===== src/rtl/if_fetch.sv =====
// -----------------------------------------------------------------------------
// if_fetch : instruction-fetch producer for the IF/ID pipeline register.
//
// Owns the program counter and runs a req/ready handshake with instruction
// memory. Presents {IF_pc_plus_4, IF_ins} together with id_en, the IF/ID load
// enable. Applies hazard-unit stalls and ID-stage branch/jump redirects and
// sustains one instruction per cycle when imem answers with zero wait states.
//
// Parameters
//   RESET_PC         PC loaded on reset (bits [1:0] must be 0)
//
// Ports
//   clk              in   1   clock, all state updates on posedge
//   rst_n            in   1   asynchronous active-low reset
//   stall            in   1   hazard unit: hold current instruction
//   redirect         in   1   ID stage: branch taken / jump this cycle
//   redirect_target  in   32  new PC on redirect (bits [1:0] forced to 0)
//   imem_req         out  1   fetch request (registered, high only in FETCH)
//   imem_addr        out  32  word-aligned fetch address (= pc)
//   imem_ready       in   1   imem_rdata valid for imem_addr this cycle
//   imem_rdata       in   32  instruction word
//   IF_pc_plus_4     out  32  pc + 4 (registered alongside pc)
//   IF_ins           out  32  instruction toward IF/ID
//   id_en            out  1   IF/ID load enable
//
// Configuration macro
//   IF_FETCH_FLUSH_NOP_EN  when defined, a redirect cycle loads a NOP bubble
//                          into IF/ID (id_en=1, IF_ins=0). When undefined,
//                          id_en=0 in a redirect cycle and squashing is left
//                          to downstream logic.
// -----------------------------------------------------------------------------
module if_fetch #(
  parameter logic [31:0] RESET_PC = 32'h0000_0000
) (
  input  logic        clk,
  input  logic        rst_n,
  input  logic        stall,
  input  logic        redirect,
  input  logic [31:0] redirect_target,
  output logic        imem_req,
  output logic [31:0] imem_addr,
  input  logic        imem_ready,
  input  logic [31:0] imem_rdata,
  output logic [31:0] IF_pc_plus_4,
  output logic [31:0] IF_ins,
  output logic        id_en
);

  typedef enum logic [1:0] {
    ST_BOOT  = 2'b00,
    ST_FETCH = 2'b01,
    ST_HOLD  = 2'b10
  } state_t;

  // Next sequential word address; 32-bit modular so 32'hFFFF_FFFC wraps to 0.
  function automatic logic [31:0] f_next_word(input logic [31:0] addr);
    return addr + 32'd4;
  endfunction

  state_t      r_state;
  logic [31:0] r_pc;
  logic [31:0] r_pc_plus_4;
  logic [31:0] r_ins_buf;
  logic        r_imem_req;

  logic [31:0] w_target;
  logic        w_redirect_act;
  logic        w_out_valid;
  logic [31:0] w_ins_raw;
  logic        w_id_en;
  logic [31:0] w_if_ins;

  // Redirect targets are forced word aligned.
  assign w_target = redirect_target & 32'hFFFF_FFFC;

  // The boot cycle ignores redirect; everywhere else it takes effect at once.
  assign w_redirect_act = redirect & (r_state != ST_BOOT);

  // Fetch FSM: pc, pc+4, held instruction and the registered imem request.
  always_ff @(posedge clk or negedge rst_n) begin
    if (!rst_n) begin
      r_state     <= ST_BOOT;
      r_pc        <= RESET_PC;
      r_pc_plus_4 <= f_next_word(RESET_PC);
      r_ins_buf   <= 32'h0000_0000;
      r_imem_req  <= 1'b0;
    end else begin
      case (r_state)
        ST_BOOT: begin
          r_state    <= ST_FETCH;
          r_imem_req <= 1'b1;
        end

        ST_FETCH: begin
          if (redirect) begin
            // Whatever imem returns this cycle belongs to the wrong path.
            r_pc        <= w_target;
            r_pc_plus_4 <= f_next_word(w_target);
            r_ins_buf   <= 32'h0000_0000;
            r_state     <= ST_FETCH;
            r_imem_req  <= 1'b1;
          end else if (imem_ready && !stall) begin
            // Accepted fetch: move straight on to the next word.
            r_pc        <= r_pc_plus_4;
            r_pc_plus_4 <= f_next_word(r_pc_plus_4);
            r_state     <= ST_FETCH;
            r_imem_req  <= 1'b1;
          end else if (imem_ready && stall) begin
            // Word arrived but IF/ID cannot take it: park it and stop asking.
            r_ins_buf   <= imem_rdata;
            r_state     <= ST_HOLD;
            r_imem_req  <= 1'b0;
          end else begin
            // Wait state: keep the request and address steady.
            r_state     <= ST_FETCH;
            r_imem_req  <= 1'b1;
          end
        end

        ST_HOLD: begin
          if (redirect) begin
            // Parked instruction is on the wrong path; discard it.
            r_pc        <= w_target;
            r_pc_plus_4 <= f_next_word(w_target);
            r_ins_buf   <= 32'h0000_0000;
            r_state     <= ST_FETCH;
            r_imem_req  <= 1'b1;
          end else if (!stall) begin
            // Parked word is loaded into IF/ID this cycle.
            r_pc        <= r_pc_plus_4;
            r_pc_plus_4 <= f_next_word(r_pc_plus_4);
            r_state     <= ST_FETCH;
            r_imem_req  <= 1'b1;
          end else begin
            r_state     <= ST_HOLD;
            r_imem_req  <= 1'b0;
          end
        end

        default: begin
          // Unreachable encoding: recover through the boot path.
          r_state     <= ST_BOOT;
          r_pc        <= RESET_PC;
          r_pc_plus_4 <= f_next_word(RESET_PC);
          r_ins_buf   <= 32'h0000_0000;
          r_imem_req  <= 1'b0;
        end
      endcase
    end
  end

  // Source and validity of the instruction offered to IF/ID in each state.
  always_comb begin
    w_out_valid = 1'b0;
    w_ins_raw   = 32'h0000_0000;
    case (r_state)
      ST_FETCH: begin
        w_out_valid = imem_ready;
        w_ins_raw   = imem_rdata;
      end
      ST_HOLD: begin
        w_out_valid = 1'b1;
        w_ins_raw   = r_ins_buf;
      end
      default: begin
        w_out_valid = 1'b0;
        w_ins_raw   = 32'h0000_0000;
      end
    endcase
  end

  // IF/ID load enable and instruction, including redirect-cycle handling.
  always_comb begin
    w_id_en  = 1'b0;
    w_if_ins = w_ins_raw;
`ifdef IF_FETCH_FLUSH_NOP_EN
    if (w_redirect_act) begin
      // Load a bubble so the wrong-path slot in IF/ID becomes a NOP.
      w_id_en  = 1'b1;
      w_if_ins = 32'h0000_0000;
    end else begin
      w_id_en  = w_out_valid & ~stall;
      w_if_ins = w_ins_raw;
    end
`else
    if (w_redirect_act) begin
      // IF/ID keeps its previous contents; downstream squashes it.
      w_id_en  = 1'b0;
      w_if_ins = w_ins_raw;
    end else begin
      w_id_en  = w_out_valid & ~stall;
      w_if_ins = w_ins_raw;
    end
`endif
  end

  assign imem_req     = r_imem_req;
  assign imem_addr    = r_pc;
  assign IF_pc_plus_4 = r_pc_plus_4;
  assign IF_ins       = w_if_ins;
  assign id_en        = w_id_en;

endmodule


===== config.mk =====
export PLATFORM = sky130hd
export DESIGN_NAME = if_fetch
export DESIGN_NICKNAME = d
export VERILOG_FILES = /design/src/rtl/if_fetch.sv
export SDC_FILE = /design/constraint.sdc
export NUM_CORES = 1
export LEC_CHECK = 0
export ABC_AREA = 1
export CAP_MARGIN = 20
export CORE_ASPECT_RATIO = 1.75
export CORE_MARGIN = 5
export CORE_UTILIZATION = 48
export CTS_CLUSTER_DIAMETER = 30
export DETAILED_ROUTE_END_ITERATION = 8
export HOLD_SLACK_MARGIN = 0.1
export PLACE_DENSITY = 0.85
export RECOVER_POWER = 25
export SLEW_MARGIN = 30
export SYNTH_ARGS = -nofsm -noshare
export SYNTH_HDL_FRONTEND = slang
export SYNTH_SLANG_ARGS = --single-unit

===== constraint.sdc =====
create_clock -name clk -period 1.9 [get_ports clk]
set_input_delay 0.285 -clock clk [delete_from_list [all_inputs] [get_ports clk]]
set_output_delay 0.285 -clock clk [all_outputs]
set_load 0.01 [all_outputs]

# Word-level counts from Yosys, hierarchy flattened
# Cells that the tools add are included.
# totals
register_bits	99
inputBits	69
out_inout_bits	98
elab_cells	55
# op_classes
n_addsub	2
n_eq_ne	7
mux	30
bitwise	4
reduce_logical	7
# op_table
operator	count
$mux 32	12
$pmux 32 s3	3
$add 32x3->32 const B	2
$pmux 32 s2	1
$ne 3x3->1 const B	4
$mux 2	5
$mux 1	6
$pmux 2 s3	1
$reduce_and 4->1	1
$pmux 1 s3	1
$reduce_and 3->1	1
$and 1x1->1	2
$eq 2x1->1 const B	1
$eq 2x2->1 const B	1
$logic_and 1x1->1	2
$logic_not 2->1	1
$ne 2x2->1 const B	1
$not 1->1	2
$pmux 1 s2	1
$reduce_bool 2->1	1
$logic_not 1->1	1

# Depth between registers and ports, before layout
# Gate-level depths: netlist of run 1.
# logic_depth
word_depth	5
mapped_depth	13
depth_no_buf	12

# Worst setup path before layout of run 1
# OpenSTA, ideal clock, no wires.
# synth_path
path_kind	reg-to-output
from	reg r_state[1]
to	out id_en
arrival_ps	1486
required_ps	1615
setup_slack_ps	129
stages_incl_launch_ff	6
path_buffers	1
path_cell_list	dfrtp_1 inv_1 ha_1 clkbuf_1 a21oi_1 a2111oi_0
# synth_via
elab_chain_cells	4
word_cells_on_any_way	7
classes_between	eq/ne: 2; mux: 2; bitwise: 2; reduce/logical: 1
# synth_rtl
item	line	text
start, declared	60	state_t r_state;
start signal, assigned	82	r_state <= ST_BOOT;
start signal, assigned	90	r_state <= ST_FETCH;
start signal, assigned	100	r_state <= ST_FETCH;
$eq 2x2->1 / $eq 2x1->1 (equally long branches)	156	case (r_state)
$pmux 1 s2	156	
$and 1x1->1	191	w_id_en = w_out_valid & ~stall;
$mux 1 (*)	186	if (w_redirect_act) begin
end, declared	46	output logic id_en
# Mark *: on every way between the ends. The rest lies on a longest branch, timed or not.

# Worst setup path after layout of run 1
# Same ends and word-level chain as after synthesis.

==> results.toml, run 1 <==
[layout]
drive_gt1_share_pct = 27.4
final_nets = 1060
layout_common_cells = "nand2_1 (277), clkdlybuf4s50_1 (125), dfrtp_1 (94)"
final_area_um2 = 8620
layout-area-overhead-vs-synth_pct = 58.0
utilization_pct = 77.2
mostFrequentLayoutCell = "nand2_1"
n_antenna_cell = 0

[timing]
slew_viol_final = 0
setup_violations = 29
min_period_ps = 2020
fmax_mhz = 496
worstMarginPinSlew_ps = 695
rsz0062_at_grt = "true"
fin_crit_sh_pct = 106
whs_ps = 485
hold_viol_final = 0
maxSlewHeadroom_pct = 53.7
worst_slack_ps = -115
fin_worst_skew_ps = 8.37

[critical_path]
start_kind = "flop"
critPathKind = "reg -> out"
cp_slowest_stage_delay_ps = 390
required_ps = 1620
worst-path-max-fanout = 3
cp-end-kind = "output port"
path_cells = "inv_2 -> ha_4 -> a21oi_1 -> a2111oi_4 -> buf_2"
crit_arrival_ps = 1730
cp_slowest_cell = "dfrtp_1"

[logic_synthesis]
synth-seq-cells = 95
syn_avg_cell_area_um2 = 7.34
synthCells = 743
synthFlopType = "dfrtp_1"
synth_cell_type_count = 33
netlist_area_um2 = 5450
yosysWarnings = 0
synth_edf_count = 0
async_flop_share_pct = 100
ys_seq_area_share_pct = 43.6

[grt]
grt_max_degree = 46
grt_pass1_vias = 6034
grt_pass1_wl_um = 30000
grtUsageTotal_pct = 26.8
antenna_found_initial = 0
gr-total-overflow = 0

[drt]
wl_per_cell_um = 17.7
dr.pass1.iters = 6
vias = 6167
antenna_left = 0
route.detailed.drc = 0
drt_iter0_markers = 372
wl_um = 19800
vias_per_cell = 5.49

[place]
hpwl_um = 12300
detailed_place.area_um2 = 7780
port_buffers = 160
routabilityCongestion = 0.942

[clocking]
clock_latency_ps = 340
htreeDepth = 3
cts_buffers = 9
clock_sinks = 95
cts_tree = "yes"
cts.reportedPaths.clkPinSlew_ps = 70
cts_buffer_depth = 2
cts-root-buf = "clkbuf_16"

[floorplan]
boundaryPins = 167
dieWidth_um = 90.6
initial_core_util_pct = 48.8
die_height_um = 151
placementRows = 51
dieArea_um2 = 13700
core_um2 = 11200

[power_and_ir_drop]
ir_worst_vdd_v = 0.000999
power_density_nw_per_um2 = 1530
leakagePower_nw = 3.93

[hold_path]
worstHoldPathType = "reg -> reg"

[run_status]
violations = "negative setup slack"
status = "finished with violations"

[run]
maxCapViolCount = 0
## logic make-up after synthesis
| logic type | count (synthesis) | synth area share [%] |
|---|---|---|
| AOI/OAI and AO/OA | 157 | 16.8 |
| adders and majority gates | 5 | 1.15 |
| buffers and inverters | 85 | 7.09 |
| DFF | 95 | 43.6 |
| other | 1 | 0.0688 |
| and+or+nand+nor | 400 | 31.3 |
## repair_timing
action / 4_1_cts / 5_1_grt
setup endpoints to repair: 68 / 125
hold buffers: 1 / 0
gates resized for setup: 117 / 146
cloned: 7 / 5
buffers inserted: 8 / 5
hold endpoints to repair: 26 / 0
pin swaps: 3 / 7
## state kept, by name (all words and copies together) (netlist names)
| name | cells |
|---|---|
| imem_req | 1 |
| r_ins_buf | 32 |
| IF_pc_plus_4 | 30 |
| imem_addr | 30 |
| r_state | 2 |
## per-stage QoR
step                power [mW]  setup slack [ps]  instances  setup TNS (ps)
floorplan                 6.47               129        746               0
global placement          9.65              -565       1085           -3900
detailed placement        9.82              -577       1085           -7150
CTS                       12.6              -135       1116           -4860
global route              13.9              -156       1123           -6080
finish                    13.2              -115       1123           -1460
## cell usage after synthesis (4+ instances only)
cell | n | area (um2)
a21oi_1 | 41 | 205
buf_1 | 6 | 22.5
buf_2 | 9 | 45.0
buf_4 | 5 | 37.5
buf_6 | 5 | 56.3
clkbuf_1 | 18 | 67.6
dfrtp_1 | 94 | 2350
ha_1 | 5 | 62.6
inv_1 | 37 | 139
inv_2 | 4 | 15.0
nand2_1 | 285 | 1070
nand2_2 | 24 | 150
nand3_1 | 35 | 175
nand4_1 | 4 | 25.0
nor2_1 | 28 | 105
nor2_2 | 12 | 75.1
nor2_4 | 6 | 67.6
o211ai_1 | 5 | 37.5
o21a_1 | 32 | 240
o21ai_0 | 68 | 340
o21ai_1 | 4 | 20.0
## final timing paths
| check | depth (start not counted) | start | slack, ps | end |
|---|---|---|---|---|
| worst max-delay path | 5 | r_state[1]$_DFF_PN0_ | -120 | id_en |
| worst min-delay path | 2 | imem_addr[18]$_DFFE_PN0P_ | 480 | imem_addr[18]$_DFFE_PN0P_ |
| worst max register to register | 10 | r_state[0]$_DFF_PN0_ | -80 | r_ins_buf[1]$_DFFE_PN0P_ |
| worst min register to register | 2 | imem_addr[18]$_DFFE_PN0P_ | 480 | imem_addr[18]$_DFFE_PN0P_ |
| max in group asynchronous | 3 | rst_n | 290 | r_ins_buf[23]$_DFFE_PN0P_ |
| min in group asynchronous | 2 | rst_n | 520 | imem_addr[5]$_DFFE_PN0P_ |
## worst max-delay path, delay by kind of cell (launching register included)
kind | cells | cell delay [ps]
DFF | 1 | 390
adders and majority gates | 1 | 200
buffers and inverters | 2 | 290
AOI/OAI and AO/OA | 2 | 500
## cell type report
type                       instances  area [um2]
clock buffer                      11         233
clock inverter                     5        58.8
fill                             773        2550
inverter                          42         170
multi-input combinational        566        2970
sequential                        95        2380
tap                              132         165
timing repair buffer             272        2640
## power breakdown
group | leakage, nW | switching (mW) | internal [mW]
registers | 1.21 | 0.622 | 2.97
logic | 2.58 | 3.84 | 3.90
clock network | 0.136 | 0.788 | 1.02
## routing by layer
layer / GRT usage (%) / vias up / part of all wire (%)
li1: - / 2874 / -
met5: 0 / - / 0
met3: 3.38 / 91 / 5.6
met1: 30.6 / 2878 / 35
met4: 13.2 / 0 / 5.2
met2: 48.9 / 324 / 54
Note: power is estimated with default switching activity, not from simulation.
==> inputs of run 2 (changes only) <==
- CELL_PAD_IN_SITES_DETAIL_PLACEMENT: default -> 0
- CELL_PAD_IN_SITES_GLOBAL_PLACEMENT: default -> 1
- CORE_UTILIZATION: 48 -> 33
- PLACE_DENSITY: 0.85 -> 0.83
- SKIP_LAST_GASP: default -> 1
==> results.toml, run 2 (same netlist as run 1, synthesis figures left out) <==
[place]
detailed_place.area_um2 = 7870
dpl.cell_count = 1170
hpwl_um = 13200
routabilityCongestion = 0.845
dp_slack_ps = -215
port_buffers = 160

[layout]
largest_reg_flops = 32
final_area_um2 = 8860
utilization_pct = 54.1
layout_common_cells = "nand2_1 (260), clkdlybuf4s50_1 (125), dfrtp_1 (94)"
mostFrequentLayoutCell = "nand2_1"
n_antenna_cell = 0
n_fill_cell = 1572
regMostFlops = "r_ins_buf"
layout-area-overhead-vs-synth_pct = 62.5
drive_gt1_share_pct = 28.5
instances_no_fill = 1220
final_nets = 1065

[drt]
wl_um = 20100
routed.top_layer = "met4"
vias = 5865
route.detailed.drc = 0
wl_met3_um = 856
antenna_left = 0
wl_met1_um = 7410
drt_iter0_markers = 269
wl_per_cell_um = 16.4
wl_met2_um = 11300
vias_per_cell = 4.81
dr.pass1.iters = 4

[floorplan]
placementRows = 62
dieArea_um2 = 19300
die_height_um = 180
dieWidth_um = 107
initial_core_util_pct = 33.3
boundaryPins = 167
core_um2 = 16400

[clocking]
clock_sinks = 95
clock_latency_ps = 350
cts_buffer_depth = 2
cts-root-buf = "clkbuf_16"
cts.reportedPaths.clkPinSlew_ps = 70
cts_buffers = 9
htreeDepth = 3
cts_tree = "yes"

[critical_path]
start_kind = "flop"
cp-end-kind = "output port"
worst-path-max-fanout = 5
path_cells = "inv_2 -> ha_4 -> a21oi_2 -> a2111oi_4 -> buf_2"
required_ps = 1620
critPathKind = "reg -> out"
crit_arrival_ps = 1710
cp_slowest_stage_delay_ps = 390
cp_slowest_cell = "dfrtp_1"

[timing]
worstMarginPinSlew_ps = 866
fin_setup_tns_ps = -1240
maxSlewHeadroom_pct = 42.3
min_period_ps = 1990
setup_violations = 46
whs_ps = 478
hold_viol_final = 0
fmax_mhz = 501
slew_viol_final = 0
fin_crit_sh_pct = 105
fin_worst_skew_ps = 13.0
rsz0062_at_grt = "true"
worst_slack_ps = -94.6

[hold_path]
worstHoldPathType = "reg -> reg"

[grt]
grt_pass1_wl_um = 29800
grt_max_degree = 34
antenna_found_initial = 0
gr-total-overflow = 0
grt_pass1_vias = 5752
grtUsageTotal_pct = 19.4

[power_and_ir_drop]
leakagePower_nw = 3.96
power_density_nw_per_um2 = 1510
ir_worst_vdd_v = 0.000628
p_total_mw = 13.4

[run]
maxCapViolCount = 0

[run_status]
status = "finished with violations"
violations = "negative setup slack"
-- run 2: cell types whose count changed in the layout (fill, tap and decap cells not counted), sizes merged --
cell | previous run | this run
buf | 135 | 141
clkbuf | 18 | 19
clkdlybuf4s15 | 3 | 1
clkinv | 3 | 2
clkinvlp | 2 | 1
inv | 41 | 43
-- run 2: path summary, 6_finish.rpt --
path | start | end | slack [ps] | cells past startpoint
setup / recovery | r_state[1]$_DFF_PN0_ | id_en | -90 | 5
hold / removal | imem_addr[4]$_DFFE_PN0P_ | imem_addr[4]$_DFFE_PN0P_ | 480 | 2
setup reg to reg | r_state[1]$_DFF_PN0_ | imem_addr[3]$_DFFE_PN0P_ | -40 | 11
hold reg to reg | imem_addr[4]$_DFFE_PN0P_ | imem_addr[4]$_DFFE_PN0P_ | 480 | 2
max in group asynchronous | rst_n | imem_addr[21]$_DFFE_PN0P_ | 240 | 3
min in group asynchronous | rst_n | imem_addr[7]$_DFFE_PN0P_ | 580 | 2
-- run 2: what timing repair did --
action,4_1_cts,5_1_grt
endpoints found under the hold margin,29,0
pin swaps,3,25
gates cloned,5,7
endpoints found under the setup margin,83,108
buffers inserted,6,15
gates resized for setup,152,95
hold buffers,1,0
-- run 2: critical path: cells and delay by family, from the launching register on --
family	cells	cell delay, ps
AO/OA/AOI/OAI	2	440
adder cells (fa/ha/maj)	1	230
buffers and inverters	2	310
flip-flops	1	390
-- run 2: area by class of cell --
type / instances / area (um2) / share of cell area [%]
clock buffers: 11 / 243 / 2.74
clock inverters: 5 / 63.8 / 0.720
inverters: 42 / 173 / 1.95
multi-input cells: 566 / 2970 / 33.5
flip-flops and latches: 95 / 2380 / 26.8
well taps: 224 / 280 / 3.16
repair buffers: 277 / 2760 / 31.1
-- run 2: power by group --
part	total, mW	switching, mW	internal [mW]
combinational	7.91	3.79	4.12
sequential	3.56	0.590	2.97
clock	1.91	0.844	1.07
total	13.4	5.23	8.16
-- run 2: routing by layer --
metal  GRT usage, %  vias up
met4           6.50        0
li1               -     2881
met3           2.40       33
met5              0        -
met1           22.1     2782
met2           36.6      169
==> inputs of run 3 (changes only) <==
--- a/config.mk
+++ b/config.mk
@@ -18,3 +18,2 @@
 export PLACE_DENSITY = 0.83
-export RECOVER_POWER = 25
 export SKIP_LAST_GASP = 1
--- a/constraint.sdc
+++ b/constraint.sdc
@@ -3,2 +3,2 @@
 set_output_delay 0.285 -clock clk [all_outputs]
-set_load 0.01 [all_outputs]
+set_load 0.005 [all_outputs]
==> results.toml, run 3 (same netlist as run 1, synthesis figures left out) <==
[timing]
fin_crit_sh_pct = 104
hold_viol_final = 0
setup_violations = 70
min_period_ps = 1980
fmax_mhz = 505
fin_setup_tns_ps = -2310
fin_worst_skew_ps = 10.7
worst_slack_ps = -80.2
rsz0062_at_grt = "true"
slew_viol_final = 0

[floorplan]
die_height_um = 180
core_um2 = 16400
placementRows = 62
dieArea_um2 = 19300
dieWidth_um = 107
initial_core_util_pct = 33.3
boundaryPins = 167

[critical_path]
startpoint = "r_state[1]$_DFF_PN0_"
worst-path-max-fanout = 21
r2r_slack_ps = -60
reg2reg_to = "r_ins_buf[12]$_DFFE_PN0P_"
cp_slowest_cell = "dfrtp_1"
required_ps = 1620
r2r_cells = 9
worstReg2RegStart = "r_state[1]$_DFF_PN0_"
cp_slowest_stage_delay_ps = 400
cp-end-kind = "output port"
path_cells = "inv_2 -> ha_4 -> buf_12 -> nand2_1 -> a21oi_1 -> dlygate4sd2_1"
start_kind = "flop"
critPathKind = "reg -> out"
crit_arrival_ps = 1700

[drt]
vias = 5746
route.detailed.drc = 0
drt_iter0_markers = 277
antenna_left = 0
dr.pass1.iters = 4
vias_per_cell = 4.73
wl_per_cell_um = 16.1
wl_um = 19600

[run_status]
violations = "negative setup slack"
status = "finished with violations"

[hold_path]
worstHoldPathType = "in -> async"

[grt]
grt_pass1_vias = 5647
grt_pass1_wl_um = 29200
grtUsageTotal_pct = 18.9
grt_max_degree = 61
antenna_found_initial = 0
gr-total-overflow = 0

[power_and_ir_drop]
ir_worst_vdd_v = 0.000790
leakagePower_nw = 3.96
power_density_nw_per_um2 = 1460
p_total_mw = 12.8

[place]
port_buffers = 160
routabilityCongestion = 0.851
hpwl_um = 13100

[run]
maxCapViolCount = 0

[clocking]
cts-root-buf = "clkbuf_16"
cts_buffer_depth = 2
cts_buffers = 9
cts_tree = "yes"
clock_sinks = 95
cts.reportedPaths.clkPinSlew_ps = 70
clock_latency_ps = 350
htreeDepth = 3

[layout]
final_nets = 1061
n_antenna_cell = 0
mostFrequentLayoutCell = "nand2_1"
drive_gt1_share_pct = 20.9
regMostFlops = "r_ins_buf"
layout_common_cells = "nand2_1 (282), clkdlybuf4s50_1 (125), dfrtp_1 (94)"
layout-area-overhead-vs-synth_pct = 60.7
largest_reg_flops = 32
-- run 3: cell types whose count changed in the layout (fill, tap and decap cells not counted), moves of 5 or more --
cell,before,now
a21oi_2,27,3
a21oi_1,14,37
dlygate4sd2_1,0,26
o21ai_0,57,52
nand2_1,260,282
o21ai_1,12,19
nand2_2,45,26
buf_2,33,2
-- run 3: where the power goes --
group          switching [mW]  internal, mW
sequential              0.574          2.97
combinational            3.31          4.02
clock                   0.856          1.04
-- run 3: final cells by class --
class,instances,area [um2]
clock inverter,7,77.6
tap,224,280
multi-input combinational,566,2810
sequential,95,2380
fill,1597,7600
timing repair buffer,273,2820
inverter,42,170
clock buffer,9,225
-- run 3: through the flow --
step | utilization [%] | cells | hold slack (ps) | instance area [um2] | setup slack (ps)
floorplan | - | 746 | -10.6 | 5470 | 192
global placement | 48.1 | 1172 | 217 | 7870 | -155
detailed placement | 48.1 | 1172 | 217 | 7870 | -208
CTS | 51.3 | 1199 | 381 | 8390 | -73.3
global route | 53.6 | 1216 | 432 | 8770 | -159
finish | 53.6 | 1216 | 383 | 8770 | -80.2
-- run 3: timing repair --
| action | CTS | global route |
|---|---|---|
| setup buffers | 7 | 7 |
| resized for setup | 71 | 38 |
| hold buffers | 1 | 0 |
| gates cloned | 3 | 10 |
| pin swaps | 2 | 1 |
| hold endpoints to repair | 22 | 0 |
| setup endpoints to repair | 70 | 124 |
-- run 3: worst max path at each step --
stage	slack (ps)	endpoint
after floorplan	190	r_ins_buf[0]$_DFFE_PN0P_
after global placement	-160	id_en
after detailed placement	-210	id_en
after CTS	-70	IF_ins[14]
after global routing	-160	IF_ins[26]
final	-80	IF_ins[6]
-- run 3: worst max-delay path, delay by kind of cell (launching register included) --
kind,cells,cell delay [ps]
buf+inv,3,520
compound gates,1,180
fa+ha+maj,1,170
simple gates,1,80
flops,1,400
-- run 3: per-layer routing --
layer  vias up  track usage (%)  wire length, um
met5         -                0                0
met3        32             2.69              817
met4         0             6.55              557
li1       2887                -                -
met2       159             34.4            10700
met1      2668             22.1             7520
